<file path="src/rtl/moa_pkg.sv">
// Shared types and constant helpers for the multi-operand accumulator.
package moa_pkg;

    typedef enum logic [1:0] {
        IDLE = 2'd0,
        SUM  = 2'd1,
        DONE = 2'd2
    } moa_state_e;

    // Ceiling log2; used for count, index and sum widths at elaboration time.
    function automatic int unsigned clog2(input int unsigned value);
        int unsigned result;
        result = 0;
        while ((64'd1 << result) < 64'(value)) begin
            result = result + 1;
        end
        return result;
    endfunction

endpackage

</file>
<file path="src/rtl/moa_operand_buf.sv">
// N x W operand register file: one write port, one asynchronous read port, storage not reset.
module moa_operand_buf
    import moa_pkg::*;
#(
    parameter int unsigned W = 4,
    parameter int unsigned N = 5,
    localparam int unsigned AW = clog2(N)
) (
    input  logic          clk,
    input  logic          we,
    input  logic [AW-1:0] waddr,
    input  logic [W-1:0]  wdata,
    input  logic [AW-1:0] raddr,
    output logic [W-1:0]  rdata_c
);

    logic [W-1:0] mem_q [N];

    always_ff @(posedge clk) begin
        if (we) begin
            mem_q[waddr] <= wdata;
        end
    end

    assign rdata_c = mem_q[raddr];

endmodule

</file>
<file path="src/rtl/multi_operand_accumulator.sv">
// Collects up to N operands and sums them one per cycle.
// Define MOA_SIGNED_EN for two's-complement operands and a signed result.
module multi_operand_accumulator
    import moa_pkg::*;
#(
    parameter int unsigned W = 4,
    parameter int unsigned N = 5,
    localparam int unsigned CW = clog2(N + 1),
    localparam int unsigned SW = W + clog2(N)
) (
    input  logic          clk,
    input  logic          rst_n,
    input  logic          load,
    input  logic [W-1:0]  din,
    input  logic          go,
    input  logic          clear,
    output logic [SW-1:0] sum,
    output logic          sum_valid,
    output logic          busy,
    output logic [CW-1:0] count,
    output logic          full,
    output logic          ovf_err
);

    localparam int unsigned AW = clog2(N);

    moa_state_e    state_q, state_d;
    logic [CW-1:0] count_q, count_d;
    logic [SW-1:0] acc_q, acc_d;
    logic [AW-1:0] idx_q, idx_d;
    logic          ovf_q, ovf_d;
    logic          busy_q, busy_d;
    logic          valid_q, valid_d;
    logic          full_q, full_d;

    logic          we_c;
    logic [AW-1:0] waddr_c;
    logic [W-1:0]  rd_data_c;
    logic [SW-1:0] ext_c;
    logic          start_c;

    moa_operand_buf #(
        .W (W),
        .N (N)
    ) u_buf (
        .clk     (clk),
        .we      (we_c),
        .waddr   (waddr_c),
        .wdata   (din),
        .raddr   (idx_q),
        .rdata_c (rd_data_c)
    );

`ifdef MOA_SIGNED_EN
    assign ext_c = SW'($signed(rd_data_c));
`else
    assign ext_c = SW'(rd_data_c);
`endif

    // Next-state, datapath and write-port control; clear outranks go, go outranks load.
    always_comb begin
        state_d = state_q;
        count_d = count_q;
        acc_d   = acc_q;
        idx_d   = idx_q;
        ovf_d   = ovf_q;
        we_c    = 1'b0;
        waddr_c = AW'(count_q);
        start_c = 1'b0;

        if (clear) begin
            state_d = IDLE;
            count_d = '0;
            acc_d   = '0;
            ovf_d   = 1'b0;
        end else begin
            case (state_q)
                IDLE: begin
                    if (go) begin
                        start_c = 1'b1;
                    end else if (load) begin
                        if (count_q < CW'(N)) begin
                            we_c    = 1'b1;
                            count_d = count_q + CW'(1);
                        end else begin
                            ovf_d = 1'b1;
                        end
                    end
                end
                SUM: begin
                    acc_d = acc_q + ext_c;
                    idx_d = idx_q + AW'(1);
                    if (CW'(idx_q) == count_q - CW'(1)) begin
                        state_d = DONE;
                    end
                end
                DONE: begin
                    if (go) begin
                        start_c = 1'b1;
                    end else if (load) begin
                        we_c    = 1'b1;
                        waddr_c = '0;
                        count_d = CW'(1);
                        acc_d   = '0;
                        state_d = IDLE;
                    end
                end
                default: begin
                    state_d = IDLE;
                end
            endcase

            // An empty set completes immediately with a zero total.
            if (start_c) begin
                acc_d   = '0;
                idx_d   = '0;
                state_d = (count_q == '0) ? DONE : SUM;
            end
        end

        busy_d  = (state_d == SUM);
        valid_d = (state_d == DONE);
        full_d  = (count_d == CW'(N));
    end

    always_ff @(posedge clk or negedge rst_n) begin
        if (!rst_n) begin
            state_q <= IDLE;
            count_q <= '0;
            acc_q   <= '0;
            idx_q   <= '0;
            ovf_q   <= 1'b0;
            busy_q  <= 1'b0;
            valid_q <= 1'b0;
            full_q  <= 1'b0;
        end else begin
            state_q <= state_d;
            count_q <= count_d;
            acc_q   <= acc_d;
            idx_q   <= idx_d;
            ovf_q   <= ovf_d;
            busy_q  <= busy_d;
            valid_q <= valid_d;
            full_q  <= full_d;
        end
    end

    assign sum       = acc_q;
    assign sum_valid = valid_q;
    assign busy      = busy_q;
    assign count     = count_q;
    assign full      = full_q;
    assign ovf_err   = ovf_q;

endmodule

</file>
<file path="config.mk">
export PLATFORM = sky130hd
export DESIGN_NAME = multi_operand_accumulator
export DESIGN_NICKNAME = d
export VERILOG_FILES = /design/src/rtl/moa_pkg.sv /design/src/rtl/moa_operand_buf.sv /design/src/rtl/multi_operand_accumulator.sv
export SDC_FILE = /design/constraint.sdc
export NUM_CORES = 1
export LEC_CHECK = 0
export CAP_MARGIN = 0
export CORE_MARGIN = 3
export CORE_UTILIZATION = 30
export CTS_BUF_LIST = sky130_fd_sc_hd__clkbuf_4
export DETAILED_ROUTE_END_ITERATION = 16
export SLEW_MARGIN = 15
export SYNTH_ARGS = -nofsm -noshare
export SYNTH_HDL_FRONTEND = slang
export SYNTH_SLANG_ARGS = --single-unit
export TNS_END_PERCENT = 50
</file>
<file path="constraint.sdc">
create_clock -name clk -period 8.5 [get_ports clk]
set_input_delay 1.7 -clock clk [delete_from_list [all_inputs] [get_ports clk]]
set_output_delay 1.7 -clock clk [all_outputs]
set_load 0.01 [all_outputs]
</file>
Word level (Yosys, flattened, before mapping). Memories as Yosys holds them, arrays and structs flattened. Cells that the tools add are included.

Memories: 1. Flip-flop bits (word level): 19. Output and inout bits: 14. RAM bits: 20.

Memory list: u_buf.mem_q (words 5, bits a word 4, read ports 1, clocked after Yosys merged registers in 0, write ports 1, line moa_operand_buf.sv:17) `logic [W-1:0] mem_q [N];`.

$lt $le $gt $ge: 1. Equality and inequality tests: 10. Add/sub/neg operators: 4. Muxes and demuxes: 42. Reductions and logical operators: 10. Bitwise gates (word level): 1.

Operators with widths (count): 3-bit two-way mux (12); 7-bit two-way mux (4); 1-bit two-way mux (16); 7-bit case mux with 2 select lines (1); 2-bit two-way mux (6); 4-bit != test (second input constant) (2); 7-bit by 4-bit adder with 7-bit output (1); 3-bit by 1-bit adder with 3-bit output (second input constant) (2); 2-bit case mux with 3 select lines (1); 3-bit case mux with 2 select lines (1); 2-bit nonzero test (3); 2-bit by 1-bit == test with 1-bit output (second input constant) (2); 2-bit == test (second input constant) (2); 4-bit AND reduction (1); 4-bit nonzero test (1); 3-bit == test (1); 3-bit == test (second input constant) (1); 3-bit logical NOT (1); 3-bit less-than comparator (second input constant) (1); 3-bit AND reduction (1); 3-bit by 1-bit subtractor with 3-bit output (second input constant) (1); 2-bit logical NOT (1); 2-bit by 1-bit != test with 1-bit output (second input constant) (1); 2-bit != test (second input constant) (1); 4 further kinds (4).

Longest topological paths before layout.
Depth after elaboration: 8. Mapped depth: 9.

Modules after synthesis. From an unflattened synthesis, not the netlist that was laid out.

Cells, all modules: 174. Area, all modules: 2042.0 µm².

By module, submodules not included: multi_operand_accumulator (cells an instance 125, sequential area each 475.5 µm², area each 1224.9 µm², times used 1); moa_operand_buf (cells an instance 49, sequential area each 600.6 µm², area each 817.0 µm², times used 1).

Worst setup path before layout. OpenSTA, ideal clock, no wires.

Path type: input -> register. From: input port go. To: memory u_buf.mem_q[2][0], enable pin. Setup time: 0.329 ns. Slack: 5.607 ns. Cell stages on the path: 4. Arrival: 2.563 ns. Cell sequence: or3b_4 > nor2_1 > nand3_1 > nor2_1.

Cells in the longest elaborated chain, start to end: 5. Elaborated cells between the ends (all ways): 9.

RTL lines: start: declaration (line multi_operand_accumulator.sv:15) `input logic go,`; 1-bit two-way mux, on equally long branches (line multi_operand_accumulator.sv:98, multi_operand_accumulator.sv:79); 1-bit case mux with 2 select lines (line multi_operand_accumulator.sv:77) `case (state_q)`; 1-bit two-way mux (line multi_operand_accumulator.sv:71) `if (clear) begin`; 1-bit two-way mux (line moa_operand_buf.sv:20) `if (we) begin`; 1-bit two-way mux (not written as such) (line moa_operand_buf.sv:21) `mem_q[waddr] <= wdata;`; end: declaration (line moa_operand_buf.sv:17).

Several ways; a longest one is shown, not always the timed one.

Worst setup path after layout. Same ends and word-level chain as after synthesis.

==> impl_metrics.ini <==
[placed_design]
finalWeightedCongestion = 0.731
dpl.hpwl_um = 2810
io_buffers = 22

[setup_path]
r2r_slack_ns = 5.54
critical_path_class = in -> reg
r2r_start = idx_q[0]
critPathBufInv = 1
cp_max_fo = 7
crit_path_start_kind = input port
crit_required_ns = 8.53
cp.arrival_ns = 3.34
cp_slowest_cell = clkdlybuf4s50_1
critPathTopFamily = simple AND/OR/NAND/NOR gates
timing.critical_path.cells = clkdlybuf4s50_1 -> or3b_4 -> nor2_1 -> nand3_1 -> nor2_1
cp_common_cell = nor2_1
crit_path_start = go
end_kind = register
crit_path_max_incr_delay_ns = 0.55

[yosys]
synth_flop_cell = edfxtp_1
synth_area_sq_um = 1980
synth_async_sr_flop_share_pct = 48.7
synth_warnings = 0
syn_area_per_cell_sq_um = 12.5
synth_area_leaders = edfxtp_1, dfrtp_1, ha_1
yosysTopAreaCellShare_pct = 30.3
synth_cells = 158
synth_seq_area_share_pct = 54.4
yosysMostFrequentCell = edfxtp_1
yosys_register_bits = 39
synth_nets = 176
synth.distinct_cells = 46
synth_common_cells = edfxtp_1, dfrtp_1, nor2_1, a21oi_1
synth_largest_area_cell = edfxtp_1
synth-edff-count = 20

[floorplanning]
fp.dieH_um = 87.2
dieArea_sq_um = 7610
row_count = 28
ios = 23
chipWidth_um = 87.2
core-area_sq_um = 6170
start_util_pct = 32.1

[drt]
initialDrtViolationCount = 78
ant_nets = 0
num_vias = 1279
wl_per_cell_um = 14.9
drt-pass1-iter-count = 4
drc_errors = 0
totalWireLength_um = 3800
vias_per_cell = 5.02

[hold_path]
hold_start = ovf_err
holdCritPathClass = reg -> reg

[grt]
grt_pass1_wl_um = 6380
antenna_found_initial = 0
overflow = 0
grt_max_degree = 22
grt_pass1_vias = 1254
gr-usage-all-layers_pct = 10.8

[sta]
slew_violations = 0
finalClockSkew_ns = 0.00748
setup-violations-final = 0
fmax_ghz = 0.302
tightest_slew_ns = 0.868
whs_ns = 0.527
setup_tns_ns = 0
min_period_over_period_pct = 39.0
rsz0062_at_grt = false
fin_crit_ns = 3.32
max_slew_margin_pct = 42.0
final_hold_viol_count = 0

[layout]
nets = 197
area_growth_syn_to_layout_pct = 18.3
postLayoutCoreUtil_pct = 38.0
drive_above_1_share_pct = 13.9
diodes = 0

[pwr]
power_leakage_nw = 0.906
power_density_nw_per_um2 = 165
vdd_drop_max_uv = 62.1

[clocking]
cts_root_buffer = clkbuf_4
htree_levels = 2
clk_pin_slew_ns = 0.13
clkLatencyLatePin_ns = 0.35
clock-sinks = 39
cts_hold_buf = 0
cts.repair.resized = 0
tritoncts = done
clockBufferDepth = 2
postCtsSetupBuffers = 0
cts_made_buffers = 5

[job]
cap_violations = 0

[outcome]
status = finished, final reports clean
placed cells by master (no fill, tap or decap), drive strengths merged, types with 4 or more instances in the layout:
cell	n
a21o	4
mux2	4
nor2b	4
nor2	11
nand3	4
a211oi	5
ha	8
inv	6
nand2	6
clkdlybuf4s50	22
dfrtp	19
o21ai	8
clkbuf	5
mux4	4
edfxtp	20
a21oi	10
nor3	5
metrics by stage:
step	power, W	cell area (sq um)	cells	worst slack [ns]
after floorplan	0.000244	1980	158	5.61
after global placement	0.000261	2260	247	4.88
after detailed placement	0.000261	2260	247	4.82
after CTS	0.000392	2340	255	5.21
after global routing	0.000409	2340	255	5.14
final	0.000387	2340	255	5.18
state kept, by name, summed over array words and instances, names as in the netlist:
name         cells
busy             1
count            3
full             1
idx_q            3
ovf_err          1
state_q          2
sum              7
sum_valid        1
u_buf.mem_q     20
layer usage:
metal | wire length [um] | vias to the layer above | global-route usage (%) | share of wire [%]
li1 | - | 637 | - | -
met1 | 1840 | 613 | 15.4 | 49
met2 | 1740 | 27 | 16.4 | 46
met3 | 189 | 2 | 3.03 | 5.0
met4 | 25 | 0 | 2.09 | 0.66
met5 | 0 | - | 0 | 0
logic make-up (layout without fill, tap and decap cells):
logic type / Yosys count / count (layout) / synth area share [%]
multiplexers: 9 / 9 / 7.33
adder cells (fa/ha/maj): 9 / 9 / 6.07
flip-flops: 39 / 39 / 54.4
buffers and inverters: 13 / 35 / 2.84
XOR/XNOR: 4 / 4 / 2.47
AO/OA/AOI/OAI: 41 / 41 / 14.7
AND/OR/NAND/NOR: 43 / 43 / 12.2
path summary, 6_finish.rpt:
check                                    end  cells past startpoint
setup / recovery           u_buf.mem_q[2][0]                      5
hold / removal                       ovf_err                      2
setup reg to reg                      sum[4]                      8
hold reg to reg                      ovf_err                      2
max in group asynchronous            ovf_err                      1
min in group asynchronous             sum[0]                      1
where the power goes:
| group | internal, W | total (W) | switching (W) |
|---|---|---|---|
| Clock | 0.0000634 | 0.000130 | 0.0000670 |
| Combinational | 0.0000237 | 0.0000460 | 0.0000223 |
| Sequential | 0.000203 | 0.000210 | 0.00000746 |
| Total | 0.000290 | 0.000387 | 0.0000968 |
area by class of cell:
type / instances / area [sq um]
timing repair buffer: 22 / 220
fill: 606 / 3820
clock buffer: 5 / 37.5
clock inverter: 3 / 47.5
inverter: 5 / 18.8
tap: 75 / 93.8
multi-input combinational: 106 / 847
sequential: 39 / 1080
worst reg2reg max path: stages (launching register included):
cell	delay, ns
dfrtp_1	0.63
mux4_2	0.55
mux2_2	0.27
ha_1	0.22
fa_1	0.41
a21o_1	0.21
a2111oi_0	0.37
o21ai_0	0.13
o31ai_1	0.08
No activity file was read; power rests on OpenSTA's default activity.
